[config.mk]
export PLATFORM = sky130hd
export DESIGN_NAME = regfile_mp
export DESIGN_NICKNAME = d
export VERILOG_FILES = /design/src/rtl/regfile_mp.sv
export SDC_FILE = /design/constraint.sdc
export NUM_CORES = 2
export LEC_CHECK = 0
export ABC_AREA = 1
export CAP_MARGIN = 20
export CORE_UTILIZATION = 47
export CTS_BUF_LIST = sky130_fd_sc_hd__clkbuf_8
export DETAILED_ROUTE_END_ITERATION = 10
export SYNTH_ARGS = -nofsm -noshare
export SYNTH_HDL_FRONTEND = slang
export SYNTH_SLANG_ARGS = --single-unit
export TNS_END_PERCENT = 30
[constraint.sdc]
create_clock -name clk_i -period 6.9 [get_ports clk_i]
set_input_delay 2.07 -clock clk_i [delete_from_list [all_inputs] [get_ports clk_i]]
set_output_delay 2.07 -clock clk_i [all_outputs]
set_load 0.005 [all_outputs]
[src/rtl/regfile_mp.sv]
// Multi-port register file: two write ports, N combinational read ports with
// write-to-read bypass, optional hardwired zero entry, per-entry busy scoreboard.
module regfile_mp #(
  parameter int DATA_W   = 32,
  parameter int ADDR_W   = 5,
  parameter int NUM_RD   = 2,
  parameter int ZERO_REG = 1
) (
  input  logic                     clk_i,
  input  logic                     rst_i,
  input  logic [NUM_RD*ADDR_W-1:0] raddr_i,
  output logic [NUM_RD*DATA_W-1:0] rdata_o,
  output logic [NUM_RD-1:0]        rbusy_o,
  input  logic [1:0]               wen_i,
  input  logic [2*ADDR_W-1:0]      waddr_i,
  input  logic [2*DATA_W-1:0]      wdata_i,
  input  logic                     alloc_i,
  input  logic [ADDR_W-1:0]        alloc_addr_i,
  output logic                     ready_o
);

  localparam int DEPTH = 2 ** ADDR_W;
  localparam logic [ADDR_W-1:0] LAST_IDX = ADDR_W'(DEPTH - 1);
  localparam logic [ADDR_W-1:0] ZERO_IDX = {ADDR_W{1'b0}};
  localparam logic [ADDR_W-1:0] ONE_IDX  = {{(ADDR_W-1){1'b0}}, 1'b1};
  localparam bit HAS_ZERO = (ZERO_REG != 0);

  typedef enum logic [0:0] {CLEAR = 1'b0, READY = 1'b1} state_t;

  state_t             state_r, state_s;
  logic [ADDR_W-1:0]  idx_r, idx_s;
  logic [DATA_W-1:0]  mem_r [DEPTH];
  logic [DEPTH-1:0]   busy_r, busy_s;

  logic [ADDR_W-1:0]  wa0_s, wa1_s;
  logic [DATA_W-1:0]  wd0_s, wd1_s;
  logic               active_s, we0_s, we1_s, alloc_s;

  assign wa0_s = waddr_i[0 +: ADDR_W];
  assign wa1_s = waddr_i[ADDR_W +: ADDR_W];
  assign wd0_s = wdata_i[0 +: DATA_W];
  assign wd1_s = wdata_i[DATA_W +: DATA_W];

  // Everything observable or committed is held off while clearing or in reset.
  assign active_s = (state_r == READY) && !rst_i;
  assign ready_o  = active_s;
  assign we0_s    = active_s && wen_i[0] && !(HAS_ZERO && (wa0_s == ZERO_IDX));
  assign we1_s    = active_s && wen_i[1] && !(HAS_ZERO && (wa1_s == ZERO_IDX));
  assign alloc_s  = active_s && alloc_i && !(HAS_ZERO && (alloc_addr_i == ZERO_IDX));

  // Clear sequencer next-state logic.
  always_comb begin
    state_s = state_r;
    idx_s   = idx_r;
    case (state_r)
      CLEAR: begin
        idx_s = idx_r + ONE_IDX;
        if (idx_r == LAST_IDX) begin
          state_s = READY;
        end else begin
          state_s = CLEAR;
        end
      end
      READY:   state_s = READY;
      default: state_s = CLEAR;
    endcase
  end

  // Sequencer state and clear index registers.
  always_ff @(posedge clk_i) begin
    if (rst_i) begin
      state_r <= CLEAR;
      idx_r   <= ZERO_IDX;
    end else begin
      state_r <= state_s;
      idx_r   <= idx_s;
    end
  end

  // Storage: clear one entry per cycle, then accept writes (port 1 lands last).
  always_ff @(posedge clk_i) begin
    if (!rst_i && (state_r == CLEAR)) begin
      mem_r[idx_r] <= {DATA_W{1'b0}};
    end else begin
      if (we0_s) mem_r[wa0_s] <= wd0_s;
      if (we1_s) mem_r[wa1_s] <= wd1_s;
    end
  end

  // Busy next-state: writes retire a producer, an allocation in the same cycle wins.
  always_comb begin
    busy_s = busy_r;
    for (int i = 0; i < DEPTH; i++) begin
      busy_s[i] = (busy_r[i] & ~((we0_s && (wa0_s == ADDR_W'(i))) ||
                                 (we1_s && (wa1_s == ADDR_W'(i))))) |
                  (alloc_s && (alloc_addr_i == ADDR_W'(i)));
    end
    busy_s[0] = busy_s[0] && !HAS_ZERO;
  end

  // Busy scoreboard register.
  always_ff @(posedge clk_i) begin
    if (rst_i) begin
      busy_r <= {DEPTH{1'b0}};
    end else begin
      busy_r <= busy_s;
    end
  end

  for (genvar k = 0; k < NUM_RD; k++) begin : g_rd
    logic [ADDR_W-1:0] ra_s;
    logic              hit0_s, hit1_s, rb_s;
    logic [DATA_W-1:0] rd_s;

    assign ra_s   = raddr_i[k*ADDR_W +: ADDR_W];
    assign hit0_s = wen_i[0] && (wa0_s == ra_s);
    assign hit1_s = wen_i[1] && (wa1_s == ra_s);

    // Read mux with bypass; an in-flight write also hides the busy bit it retires.
    always_comb begin
      rd_s = {DATA_W{1'b0}};
      rb_s = 1'b0;
      if (!active_s) begin
        rd_s = {DATA_W{1'b0}};
        rb_s = 1'b0;
      end else if (HAS_ZERO && (ra_s == ZERO_IDX)) begin
        rd_s = {DATA_W{1'b0}};
        rb_s = 1'b0;
      end else begin
        if (hit1_s) begin
          rd_s = wd1_s;
        end else if (hit0_s) begin
          rd_s = wd0_s;
        end else begin
          rd_s = mem_r[ra_s];
        end
        rb_s = busy_r[ra_s] && !(hit0_s || hit1_s);
      end
    end

    assign rdata_o[k*DATA_W +: DATA_W] = rd_s;
    assign rbusy_o[k]                  = rb_s;
  end

endmodule

# After elaboration in Yosys (flattened, before gate mapping)

Memory sizes are Yosys's and may differ from the RTL's.
Index checks and enable logic that the tools add are counted.

Bitwise gates (word level): 94
Muxes and demuxes: 29
Multipliers: 0
Equality and inequality tests: 98
Magnitude comparators: 2
Shift operators: 0
Add/sub/neg operators: 1
Divide/modulo/power cells: 0
Reduce and logical (&&, ||, !) cells: 152

Operator list:

| kind                                                                          | count |
|---|---|
| 32-bit 2-to-1 mux                                                             | 9 |
| 5-bit == test (second input constant)                                         | 49 |
| 5-bit by 4-bit == test with 1-bit output (second input constant)              | 24 |
| 1-bit logical AND                                                             | 107 |
| 5-bit by 3-bit == test with 1-bit output (second input constant)              | 12 |
| 1-bit logical OR                                                              | 33 |
| 1-bit NOT                                                                     | 32 |
| 32-bit OR reduction                                                           | 1 |
| 1-bit AND                                                                     | 31 |
| 1-bit OR                                                                      | 31 |
| 5-bit by 2-bit == test with 1-bit output (second input constant)              | 6 |
| 5-bit zero test                                                               | 5 |
| 5-bit == test                                                                 | 4 |
| 1-bit 2-to-1 mux                                                              | 16 |
| 5-bit by 1-bit == test with 1-bit output (second input constant)              | 3 |
| 5-bit by 6-bit less-than comparator with 1-bit output (second input constant) | 2 |
| 1-bit binary-select mux with 5-bit select                                     | 2 |
| 1-bit zero test                                                               | 6 |
| 5-bit by 1-bit adder with 5-bit output (second input constant)                | 1 |
| 5-bit 2-to-1 mux                                                              | 1 |
| 1-bit case mux with 2 select lines                                            | 1 |

Memories kept: 1
Bits in writable memories: 1,024
Logic and storage cells: 381
Bits in latches: 0
Output and inout bits: 67
ROM bits: 0
Input port bits: 94
Bits in registers: 38

Memory list:

| memory | depth | bits a word | read ports | clocked after memory_dff | wr ports | RTL line | RTL |
|---|---|---|---|---|---|---|---|
| mem_r  | 32    | 32          | 2          | 0                        | 2        | 32       | `logic [DATA_W-1:0] mem_r [DEPTH];` |

# Logic depth before layout (Yosys ltp)

Depth after elaboration: 9
Gate-level depth with buffers: 13
Gate-level depth less buffers: 11

# Worst setup path after synthesis

No wires, ideal clock.

Kind: input to output
Start: in raddr_i[5]
End: out rbusy_o[1]
Stages on the path: 13
Required time: 4,830 ps
Slack: 1,472 ps
Path buffers: 4
Arrival time: 3,358 ps
Path through: inv_1 -> buf_2 -> buf_2 -> clkbuf_1 -> nand2_1 -> nand3_1 -> nand2_1 -> nand2_1 -> nand3_1 -> nand2_1 -> nand2_1 -> nor2_1 -> buf_4

Longest elaborated chain between the ends: 7
Elaborated cells between the ends (all ways): 12
Those cells by class: eq/ne: 2; mux: 4; reduce/logical: 6

RTL lines:

| element                                                                                           | RTL line | RTL |
|---|---|---|
| start, declared                                                                                   | 11       | `input logic [NUM_RD*ADDR_W-1:0] raddr_i,` |
| parallel branches: the longest is 5 deep, another holds 1-bit binary-select mux with 5-bit select | -        |  |
| 1-bit 2-to-1 mux *                                                                                | 126      | `end else if (HAS_ZERO && (ra_s == ZERO_IDX)) begin` |
| 1-bit 2-to-1 mux *                                                                                | 123      | `if (!active_s) begin` |
| end, declared                                                                                     | 13       | `output logic [NUM_RD-1:0] rbusy_o,` |

Every way passes the cells marked *. The select of a mux whose other input is x is not followed.

# Final worst setup path

Start: in waddr_i[2]
End: out rdata_o[34]

Longest elaborated chain between the ends: 6

RTL lines:

| element           | RTL line | RTL |
|---|---|---|
| start, declared   | 15       | `input logic [2*ADDR_W-1:0] waddr_i,` |
| 5-bit == test     | 116      | `assign hit0_s = wen_i[0] && (wa0_s == ra_s);` |
| 1-bit logical AND | 116      |  |
| 32-bit 2-to-1 mux | 132      | `end else if (hit0_s) begin` |
| 32-bit 2-to-1 mux | 130      | `if (hit1_s) begin` |
| 32-bit 2-to-1 mux | 126      |  |
| 32-bit 2-to-1 mux | 123      |  |
| end, declared     | 12       | `output logic [NUM_RD*DATA_W-1:0] rdata_o,` |

No other way between the ends.

==> summary.md <==
| Metric | Value |
|---|---|
| Outcome | `finished, violations left` |
| Failing checks | `design-rule violations` |
| Switch share | `29.06%` |
| CP max-delay cell | `clkdlybuf4s50_1` |
| Port Buf Inserts | `160` |
| Final HPWL DP | `181,600 microns` |
| Cts bufs inserted | `193` |
| Vias in the first global route | `66,050` |
| Met2 Resource Use GR | `58.93%` |
| Sequential cell area fraction in the yosys report | `44.86%` |
| Syn Nets | `9,897` |
| Comb power frac | `12.0%` |
| # nets final | `9,642` |
| Post-synthesis cell area | `70,200 sq um` |
| GRT Util Overall | `39.99%` |
| Setup_tns | `0 ns` |
| Register area | `31,490 sq um` |
| Filler cells | `14,200` |
| CP Max Fanout | `52` |
| PnR Total Power | `14,530 uW` |
| Largest net degree at the start of global routing | `123` |
| Clock latency on the worst-skew pair | `0.95 ns` |
| Max_cap viols | `0` |
| Top post-synthesis cells by area | `edfxtp_1 44%, nand2_1 17%, nand3_1 14%` |
| Crit-path most repeated cell | `clkdlybuf4s50_1` |
| Grt met3 use | `11.33%` |
| Die W | `388.5 microns` |
| Final Hold Vio Count | `0` |
| Die area | `150,900 sq um` |
| Final ANT Viol Nets | `0` |
| DR WL/cell | `26.53 microns` |
| Initial antenna violation count | `14` |
| Period utilisation layout | `99.64%` |
| First-pass GRT wire length | `444,100 microns` |
| Worst Hold Class | `reg -> reg` |
| Yosys reg bits | `1,061` |
| Net Sw Power | `4223 uW` |
| Clk_skew | `0.05124 ns` |
| CP Launch Type | `input pin` |
| TritonRoute pass-1 iters | `11` |
| Vias | `70,880` |
| Max Freq | `145.5 MHz` |
| CP bufs+invs | `4` |
| GRT Max-Usage Layer | `met2` |
| Relative max-transition margin | `24.75%` |
| Synth warn | `0` |
| R2r setup slk | `3.13 ns` |
| Arrival @ worst endpoint | `4.81 ns` |
| Slowest cell delay on critical path | `0.61 ns` |
| Lkg Pwr | `0.03253 uW` |
| Netlist cell types | `36` |
| Peak VDD IR | `0.0001387 V` |
| Delay-heaviest family, CP | `buffers and inverters` |
| Gp weighted congestion | `0.9474` |
| Power per cell area | `187.7 nW/um^2` |
| Starting Density | `47.43%` |
| Share of cells above drive strength 1 | `8.033%` |
| Syn Area/Cell | `7.163 sq um` |
| Initial DRC Count | `10,460` |
| Cell taking the most area after synthesis | `edfxtp_1` |
| Worst slew pin tran | `1.128 ns` |
| Root Driver | `clkbuf_8` |
| Row count | `141` |
| RSZ-0062 raised after global routing | `false` |
| Share of the synthesized area in the top cell type | `43.80%` |
| Tmin final | `6.875 ns` |
| WS Path Type | `in -> out` |
| Grt ovf | `0` |
| Final WL | `308,600 microns` |
| Area delta synth->final | `10.28%` |
| Register share of total power | `48.2%` |
| Req. time, crit path | `4.83 ns` |
| Footprint of the multi-input gates | `30,740 sq um` |
| Clock share of power | `39.8%` |
| Slew Limit Fails | `0` |
| CTS max path bufs | `3` |
| CP cell instances | `clkdlybuf4s50_1 > inv_2 > o22ai_1 > nor2_1 > nand3_4 > buf_12 > nand3_1 > a21oi_1 > clkdlybuf4s50_1` |
| Endpoint type of the worst setup path | `primary output` |
| Reg clk slew, reported paths | `0.06 ns` |
| Post-synthesis cell count | `9,801` |
| Height of the die | `388.5 microns` |
| Core box area | `148,000 sq um` |
| CTS tree | `yes` |
| Avg Vias per Cell | `6.093` |
| IO Pins | `161` |
| Final setup viols | `0` |
| Remaining DRCs | `4` |
| CTS H-tree lvls | `4` |
| Clk sinks | `1,061` |
| GR Util met1 | `52.31%` |
| Internal Power | `10,310 uW` |
-- state kept, by name, summed over array words and instances, names as in the netlist --
register and cells:
busy_r 31, state_r 1, mem_r 1024, idx_r 5
-- cell usage after synthesis --
library cell and number:
ha_1 2, inv_2 13, clkinv_1 1, inv_1 1100, nand4_1 3, nand2_4 11, buf_2 292, or2_2 20
nand2_2 14, nor3_1 4, clkbuf_1 455, o21ai_2 73, buf_6 78, a21oi_2 1, xor2_1 2, dfxtp_1 37
buf_12 1, clkinv_2 1, edfxtp_1 1024, nand2_1 3112, nor2_2 10, o21ai_0 759, buf_4 8, a21oi_1 123
nand3_2 4, nor2_4 3, nor2_1 231, nand3_4 1, o22ai_1 10, o211ai_1 74, nor3b_1 1, buf_1 75
o21ai_1 281, a22oi_1 1, nand3_1 1973, a31oi_1 3
-- path summary, 6_finish.rpt --
path | to | cells after the start | from
setup / recovery | rdata_o[34] | 9 | waddr_i[2]
hold / removal | busy_r[14]$_SDFF_PP0_ | 2 | busy_r[14]$_SDFF_PP0_
setup reg to reg | mem_r[3][21]$_DFFE_PP_ | 7 | state_r$_SDFF_PP0_
hold reg to reg | busy_r[14]$_SDFF_PP0_ | 2 | busy_r[14]$_SDFF_PP0_
-- area by class of cell --
cell class / count / share of cell area, %
clock buffer: 202 / 3.591
inverter: 1115 / 5.466
antenna: 5 / 0.01616
multi-input combinational: 6716 / 39.71
timing repair buffer: 459 / 6.484
clock inverter: 144 / 0.9358
sequential: 1061 / 40.68
tap: 1930 / 3.119
-- worst register-to-register path, delay by kind of cell (launching register included) --
family,cells,cell delay [ns]
buf+inv,2,0.89
simple gates,4,1.78
flops,1,0.47
compound gates,1,0.25
-- cells by family after synthesis --
| kind of cell | Yosys count | share of synthesized area, % |
|---|---|---|
| AOI/OAI and AO/OA | 1325 | 10.13 |
| DFF | 1061 | 44.86 |
| buffers and inverters | 2024 | 12.24 |
| and+or+nand+nor | 5387 | 32.71 |
| xor gates and xnor gates | 2 | 0.02496 |
| adders and majority gates | 2 | 0.03564 |
-- layer usage --
metal | vias to the layer above | wire [microns]
met5 | - | 75
met4 | 12 | 20140
met3 | 1176 | 43620
met2 | 5234 | 128900
met1 | 32870 | 115900
li1 | 31590 | -
-- power by group through the flow --
stage | Clock [uW] | Combinational [uW] | Sequential (uW)
after global routing | 6040 | 1790 | 7010
after CTS | 5800 | 1660 | 7010
after detailed placement | 0 | 1650 | 7140
after global placement | 0 | 1640 | 7140
after floorplan | 0 | 897 | 7140
final | 5780 | 1740 | 7010
-- per-stage QoR --
| step | cells | area (sq um) | worst slack (ns) | utilization, % | hold WS [ns] |
|---|---|---|---|---|---|
| after floorplan | 9801 | 70200 | 1.472 | - | 0.4566 |
| after global placement | 11270 | 73720 | 0.1754 | 49.80 | 0.4690 |
| after detailed placement | 11280 | 73770 | 0.1477 | 49.84 | 0.4752 |
| after CTS | 11620 | 77280 | 0.1280 | 52.21 | 0.4839 |
| after global routing | 11630 | 77410 | 0.02711 | 52.30 | 0.5009 |
| final | 11630 | 77420 | 0.02483 | 52.30 | 0.4796 |
-- repair_timing --
| item | CTS | global route |
|---|---|---|
| setup buffers | 0 | 0 |
| hold buffers | 0 | 0 |
| endpoints found under the setup margin | 0 | 1 |
| endpoints found under the hold margin | 0 | 0 |
| gates resized for setup | 0 | 1 |
-- layout by cell type (no fill, tap or decap), types with 10 or more instances in the layout --
| master | count |
|---|---|
| nand2_1 | 3100 |
| nand3_1 | 1968 |
| inv_1 | 1147 |
| edfxtp_1 | 1024 |
| o21ai_0 | 759 |
| o21ai_1 | 250 |
| buf_4 | 211 |
| nor2_1 | 207 |
| clkbuf_8 | 202 |
| clkdlybuf4s50_1 | 150 |
| a21oi_1 | 123 |
| buf_12 | 83 |
| o211ai_1 | 74 |
| o21ai_2 | 73 |
| clkinv_1 | 53 |
| dfxtp_1 | 37 |
| nand2_4 | 32 |
| o21ai_4 | 31 |
| clkinv_2 | 26 |
| nor2_2 | 25 |
| or2_2 | 20 |
| inv_2 | 13 |
| nor2_4 | 12 |
| o22ai_1 | 10 |
No activity file was read; power rests on OpenSTA's default activity.
